**src/rtl/q1b_eval_arbiter.sv**
```systemverilog
// q1b_eval_arbiter
// Round-robin front end for a single shared evaluator of o = ((a&b&c)|(d&e))&f.
// One requester is granted per operation. Its 6-bit operand is captured on the
// grant edge and evaluated EVAL_LAT edges later. The result is returned with the
// owner's index as a one-cycle res_valid pulse.

module q1b_eval_arbiter #(
    parameter int NREQ     = 4,   // number of requesters, 2..8
    parameter int EVAL_LAT = 2    // grant edge to result edge, 1..15
) (
    input  logic                clk,
    input  logic                rst_n,
    input  logic [NREQ-1:0]     req,
    input  logic [6*NREQ-1:0]   op_data,
    output logic [NREQ-1:0]     gnt,
    output logic                busy,
    output logic                res_valid,
    output logic [2:0]          res_id,
    output logic                res_out
);

    typedef enum logic {
        S_IDLE = 1'b0,
        S_EVAL = 1'b1
    } state_t;

    // Operand bit order: bit5=a, bit4=b, bit3=c, bit2=d, bit1=e, bit0=f.
    function automatic logic q1b_f(input logic [5:0] op);
        logic a, b, c, d, e, f;
        {a, b, c, d, e, f} = op;
        return ((a & b & c) | (d & e)) & f;
    endfunction

    state_t          r_state;
    state_t          w_state_nxt;
    logic [2:0]      r_rr_ptr;
    logic [2:0]      r_id;
    logic [5:0]      r_op;
    logic [3:0]      r_cnt;
    logic [NREQ-1:0] r_gnt;
    logic            r_res_valid;
    logic [2:0]      r_res_id;
    logic            r_res_out;

    logic [NREQ-1:0] w_rot;
    logic            w_found;
    logic [2:0]      w_win;
    logic [3:0]      w_sum;
    logic [5:0]      w_op;
    logic [NREQ-1:0] w_gnt_1h;
    logic [2:0]      w_ptr_nxt;
    logic            w_take;
    logic            w_done;

    // Rotate req so bit 0 is the requester at rr_ptr, then take the first set bit
    // and map the offset back to an absolute requester index.
    always_comb begin
        w_rot   = NREQ'({req, req} >> r_rr_ptr);
        w_found = 1'b0;
        w_win   = 3'd0;
        w_sum   = 4'd0;
        for (int k = 0; k < NREQ; k++) begin
            if (!w_found && w_rot[k]) begin
                w_found = 1'b1;
                w_sum   = {1'b0, r_rr_ptr} + 4'(k);
                if (w_sum >= 4'(NREQ)) begin
                    w_sum = w_sum - 4'(NREQ);
                end
                w_win = w_sum[2:0];
            end
        end
    end

    // Decode the winner into its one-hot grant, its operand slice and the next pointer.
    always_comb begin
        w_op     = 6'd0;
        w_gnt_1h = '0;
        for (int i = 0; i < NREQ; i++) begin
            if (w_win == 3'(i)) begin
                w_op        = op_data[6*i +: 6];
                w_gnt_1h[i] = 1'b1;
            end
        end
        w_ptr_nxt = (w_win == 3'(NREQ - 1)) ? 3'd0 : (w_win + 3'd1);
    end

    // State register.
    always_ff @(posedge clk or negedge rst_n) begin
        if (!rst_n) begin
            r_state <= S_IDLE;
        end else begin
            r_state <= w_state_nxt;
        end
    end

    // Next state: arbitrate in IDLE, count down in EVAL and return when the counter is spent.
    always_comb begin
        w_state_nxt = r_state;
        w_take      = 1'b0;
        w_done      = 1'b0;
        case (r_state)
            S_IDLE: begin
                if (w_found) begin
                    w_take      = 1'b1;
                    w_state_nxt = S_EVAL;
                end
            end
            S_EVAL: begin
                if (r_cnt == 4'd0) begin
                    w_done      = 1'b1;
                    w_state_nxt = S_IDLE;
                end
            end
            default: begin
                w_state_nxt = S_IDLE;
            end
        endcase
    end

    // Grant, operand capture, latency counter and result registers.
    always_ff @(posedge clk or negedge rst_n) begin
        if (!rst_n) begin
            r_gnt       <= '0;
            r_op        <= 6'd0;
            r_id        <= 3'd0;
            r_cnt       <= 4'd0;
            r_rr_ptr    <= 3'd0;
            r_res_valid <= 1'b0;
            r_res_id    <= 3'd0;
            r_res_out   <= 1'b0;
        end else begin
            // gnt and res_valid are single-cycle pulses unless re-armed below.
            r_gnt       <= '0;
            r_res_valid <= 1'b0;
            if (w_take) begin
                r_gnt    <= w_gnt_1h;
                r_op     <= w_op;
                r_id     <= w_win;
                r_cnt    <= 4'(EVAL_LAT - 1);
                r_rr_ptr <= w_ptr_nxt;
            end
            if (r_state == S_EVAL && r_cnt != 4'd0) begin
                r_cnt <= r_cnt - 4'd1;
            end
            if (w_done) begin
                r_res_out   <= q1b_f(r_op);
                r_res_id    <= r_id;
                r_res_valid <= 1'b1;
            end
        end
    end

    assign gnt       = r_gnt;
    assign busy      = (r_state == S_EVAL);
    assign res_valid = r_res_valid;
    assign res_id    = r_res_id;
    assign res_out   = r_res_out;

endmodule

```
**config.mk**
```make
export PLATFORM = sky130hd
export DESIGN_NAME = q1b_eval_arbiter
export DESIGN_NICKNAME = d
export VERILOG_FILES = /design/src/rtl/q1b_eval_arbiter.sv
export SDC_FILE = /design/constraint.sdc
export NUM_CORES = 1
export LEC_CHECK = 0
export CORE_MARGIN = 3
export CORE_UTILIZATION = 54
export CTS_BUF_LIST = sky130_fd_sc_hd__clkbuf_4 sky130_fd_sc_hd__clkbuf_8
export DETAILED_ROUTE_END_ITERATION = 7
export GPL_TIMING_DRIVEN = 0
export PLACE_DENSITY = 0.87
export RECOVER_POWER = 25
export SYNTH_ARGS = -nofsm -noshare
export SYNTH_HDL_FRONTEND = slang
export SYNTH_SLANG_ARGS = --single-unit
```
**constraint.sdc**
```tcl
create_clock -name clk -period 8.5 [get_ports clk]
set_input_delay 1.275 -clock clk [delete_from_list [all_inputs] [get_ports clk]]
set_output_delay 1.275 -clock clk [all_outputs]
set_load 0.02 [all_outputs]
```
Word level (Yosys, flattened, before mapping)
Cells that the tools add are included.

Logic and storage cells: 74. Input bits: 30. Flip-flop bits (word level): 26.

$lt $le $gt $ge: 4. Reduce and logical (&&, ||, !) cells: 11. Add/sub/neg operators: 9. Equal/unequal tests: 3. Shifts and indexed selects: 1. Bitwise gates (word level): 6. Mux-type cells: 31.

Operators by type and width (count): $mux 3 (9); $mux 6 (4); $mux 1 (14); $ge 4x3->1 const B (3); $mux 4 (3); $sub 3x3->3 const B (4); $add 3x2->4 const B (2); $shr 8x3->4 (1); $eq 3x2->1 const B (2); $add 3x1->4 const B (1); $and 1x1->1 (4); $logic_and 1x1->1 (4); $logic_not 4->1 (1); $reduce_bool 4->1 (1); $sub 4x1->4 const B (1); $add 3x1->3 const B (1); $eq 3x1->1 const B (1); $ge 3x3->1 const B (1); $logic_not 1->1 (3); $logic_not 3->1 (1); $pmux 1 s2 (1); $reduce_bool 2->1 (1); $not 1->1 (1); $or 1x1->1 (1).

Depth between registers and ports, before layout
Depth after elaboration: 16. Depth in mapped cells: 14. Depth with buffers taken out: 12.

Worst setup path after synthesis
Ideal clock, no wire load.

Path type: in2reg. Start: input port req[3]. End: register r_op[3]. Required time: 8.423 ns. Data arrival time: 3.470 ns. Buffers on the path: 1. Stages: 11. Slack: 4.952 ns. Cell sequence: mux4_2 -> o311a_1 -> o22ai_1 -> a21oi_1 -> ha_1 -> clkbuf_1 -> nor2b_1 -> a221oi_1 -> nor3_1 -> a21oi_1 -> a21oi_1.

Word-level cells in the longest chain between the ends: 16.

RTL lines: start: declaration (RTL line 13) `input logic [NREQ-1:0] req,`; $shr 8x3->4 * (RTL line 58) `w_rot = NREQ'({req, req} >> r_rr_ptr);`; $mux 1 (RTL line 63) `if (!w_found && w_rot[k]) begin`; $logic_not 1->1 (RTL line 63); $logic_and 1x1->1 (RTL line 63); $mux 1 (RTL line 63); $logic_not 1->1 (RTL line 63); $logic_and 1x1->1 (RTL line 63); $mux 1 (RTL line 63); $logic_not 1->1 (RTL line 63); $logic_and 1x1->1 (RTL line 63); $mux 3 (RTL line 63); $logic_not 3->1 (RTL line 79) `if (w_win == 3'(i)) begin`; $mux 6 (4 in series) (RTL line 79); end signal: assignment (RTL line 137) `r_op <= w_op;`; end: declaration (RTL line 38) `logic [5:0] r_op;`.

Mark *: on every way between the ends. The rest lies on a longest branch, timed or not. A chain may end at the register's enable or synchronous reset.

Final worst setup path
Start: input port req[2]. End: register r_op[0].

Same word-level chain as after synthesis.

==> flow_summary.json <==
{
  "endpoint_kind": "flop",
  "hpwl_um": 3027,
  "worstRegToRegCells": 13,
  "critPathTopFamily": "compound AO/OA/AOI/OAI gates",
  "ys_warn_count": 0,
  "relSlewSlack_pct": 24.28,
  "fp-row-count": 18,
  "setup_tns_ns": 0,
  "crit_path_frequent_cell": "a21oi_1",
  "regArea_sq_um": 650.6,
  "yosysTopAreaCell": "dfrtp_1",
  "cts-root-buf": "clkbuf_4",
  "die_y_um": 59.97,
  "hold_viol": 0,
  "viasPerCell": 6.022,
  "instances_no_fill": 231,
  "ctsResizeCount": 0,
  "ys.flop_type": "dfrtp_1",
  "path_clk_slew_ns": 0.14,
  "max_freq_ghz": 0.2292,
  "drtIter0Drc": 68,
  "synth_area_sq_mm": 0.001573,
  "grt_pass1_wl_um": 6182,
  "final_layout_size_suffix_gt1_share_pct": 9.950,
  "required_ns": 8.76,
  "final_util_pct": 78.59,
  "area.growth.synth_to_final_pct": 30.55,
  "cts_setup_buffers": 0,
  "ys_seq_elements": 26,
  "cts_tree": "done",
  "cts_made_buffers": 3,
  "die_width_um": 59.97,
  "vias": 1391,
  "arrival_ns": 4.63,
  "antenna_left": 0,
  "dieArea_sq_mm": 0.003596,
  "start_util_pct": 60.20,
  "worstMarginPinSlew_ns": 1.132,
  "drt-pass1-iter-count": 4,
  "period_share_pct": 51.34,
  "slowest_stage": "mux4_2",
  "wl_per_cell_um": 16.35,
  "r2r_start": "r_rr_ptr[1]",
  "fin_skew_ns": 0.001799,
  "ioPinCount": 40,
  "p_leak_nw": 0.8479,
  "cap_violations": 0,
  "htreeDepth": 1,
  "min_period_ns": 4.363,
  "cts.sinks": 26,
  "gr-usage-all-layers_pct": 22.48,
  "ctsHoldBuffers": 0,
  "rsz0062_at_grt": "false",
  "holdPathStages": 1,
  "core_area_sq_mm": 0.002613,
  "dpl.cell_count": 227,
  "reg2reg_to": "r_op[0]",
  "routabilityCongestion": 0.8808,
  "finalSetupViolCount": 0,
  "powerDensity_mw_per_mm2": 399.2,
  "antennaDiodeCount": 0,
  "crit_buf_inv": 2,
  "drc_errors": 0,
  "cpPeakStageDelay_ns": 0.61,
  "wl_um": 3777,
  "fin_area_sq_mm": 0.002053,
  "postSynthAreaPerCell_sq_um": 9.954,
  "critical_path_class": "input pin to flop",
  "antenna_found_initial": 0,
  "multi_input_area_sq_um": 865.8,
  "timing.hold.ws_ns": 0.5234,
  "drv_slew": 0,
  "cts.path.max_buffers": 2,
  "nets": 238,
  "grt_pass1_vias": 1394,
  "synth_edf_count": 0,
  "synth_seq_area_share_pct": 41.37,
  "synth_area_leaders": "dfrtp_1 41%, nor2b_1 5.2%, mux2_2 5.0%",
  "r2r_slack_ns": 4.96,
  "clk_latency_ns": 0.32,
  "synthArstFlopShare_pct": 100.0,
  "status": "finished, final reports clean",
  "cp_cell_sequence": "clkdlybuf4s50_1 -> mux4_2 -> o311a_1 -> o22ai_1 -> a21oi_1 -> ha_1 -> clkbuf_1 -> nor2b_1 -> a221oi_1 -> nor3_1 -> a21oi_1 -> a21oi_1",
  "synthCells": 158,
  "nFillCells": 179,
  "gr-total-overflow": 0,
  "critPathMaxFanout": 8,
  "synth_cell_type_count": 43,
  "hold_class": "flop to flop",
  "syn_nets": 194,
  "synth_top_area_share_pct": 41.37,
  "placed_area_sq_mm": 0.002001,
  "peakVddDrop_mv": 0.2899,
  "min-delay-start": "r_id[0]",
  "portBuffers": 39,
  "grt_max_degree": 27,
  "hold_end": "res_id[0]",
  "startpoint_type": "input pin"
}
power by group:
part / switching, mW / internal (mW)
Clock: 0.0376 / 0.0477
Combinational: 0.289 / 0.232
Sequential: 0.0368 / 0.177
Total: 0.363 / 0.456
flip-flops by register name, indices dropped and copies added (netlist names):
name	count
busy	1
gnt	4
r_cnt	4
r_id	3
r_op	6
r_rr_ptr	3
res_id	3
res_out	1
res_valid	1
synth_stat cells (3+ instances only):
master	count
o22ai_1	3
o21ai_0	6
ha_1	6
nand2_1	4
nor3_1	7
and2_1	8
buf_2	3
dfrtp_1	26
nor2_1	9
a221oi_1	6
clkbuf_1	3
nand3_1	3
nor2b_1	13
mux2_2	7
a21oi_1	14
inv_1	7
per-stage QoR:
stage | power (mW) | setup slack, ns
3_3_place_gp | 0.6997 | 4.069
5_1_grt | 0.8857 | 3.907
3_5_place_dp | 0.7303 | 3.883
2_1_floorplan | 0.5809 | 4.952
6_report | 0.8195 | 4.137
4_1_cts | 0.8198 | 4.210
worst max path at each step:
stage | startpoint | slack (ns) | cells past startpoint | endpoint
after floorplan | req[3] | 4.95 | 11 | r_op[3]
after global placement | req[0] | 4.07 | 13 | r_op[4]
after detailed placement | req[2] | 3.88 | 12 | r_op[2]
after CTS | req[2] | 4.21 | 12 | r_op[0]
after global routing | req[2] | 3.91 | 12 | r_op[5]
final | req[2] | 4.14 | 12 | r_op[0]
metal layers:
metal	global-route usage (%)	share of wire, %
met5	0	0
met1	28.69	43
met2	40.12	50
met3	3.672	6.7
met4	3.797	0.61
cell families (layout without fill, tap and decap cells):
kind of cell             count (synthesis)  after routing  share of synthesized area (%)
XOR/XNOR                                 1              1                         0.5570
adder cells (fa/ha/maj)                  6              6                          4.773
AO/OA/AOI/OAI                           47             47                          22.12
buffers and inverters                   14             57                          3.580
multiplexers                            10             10                          8.035
flip-flops                              26             26                          41.37
AND/OR/NAND/NOR                         54             54                          19.57
cells in the final DEF, fill, tap and decap left out, drive strengths merged, types with 3 or more instances in the layout:
master,n
clkdlybuf4s50,38
a221oi,6
ha,6
nor2b,13
nand3,3
dfrtp,26
nand2b,3
o22ai,3
nand2,4
mux2,8
o21ai,7
clkbuf,6
buf,3
nor2,9
nor3,7
and2,8
inv,7
a21oi,14
final cells by class:
type	count	area share [%]
inverters	8	1.463
clock inverters	1	1.463
flip-flops and latches	26	31.69
repair buffers	39	19.01
well taps	30	1.828
plain buffers	6	1.280
multi-input cells	118	42.17
clock buffers	3	1.097
No activity file was read; power rests on OpenSTA's default activity.
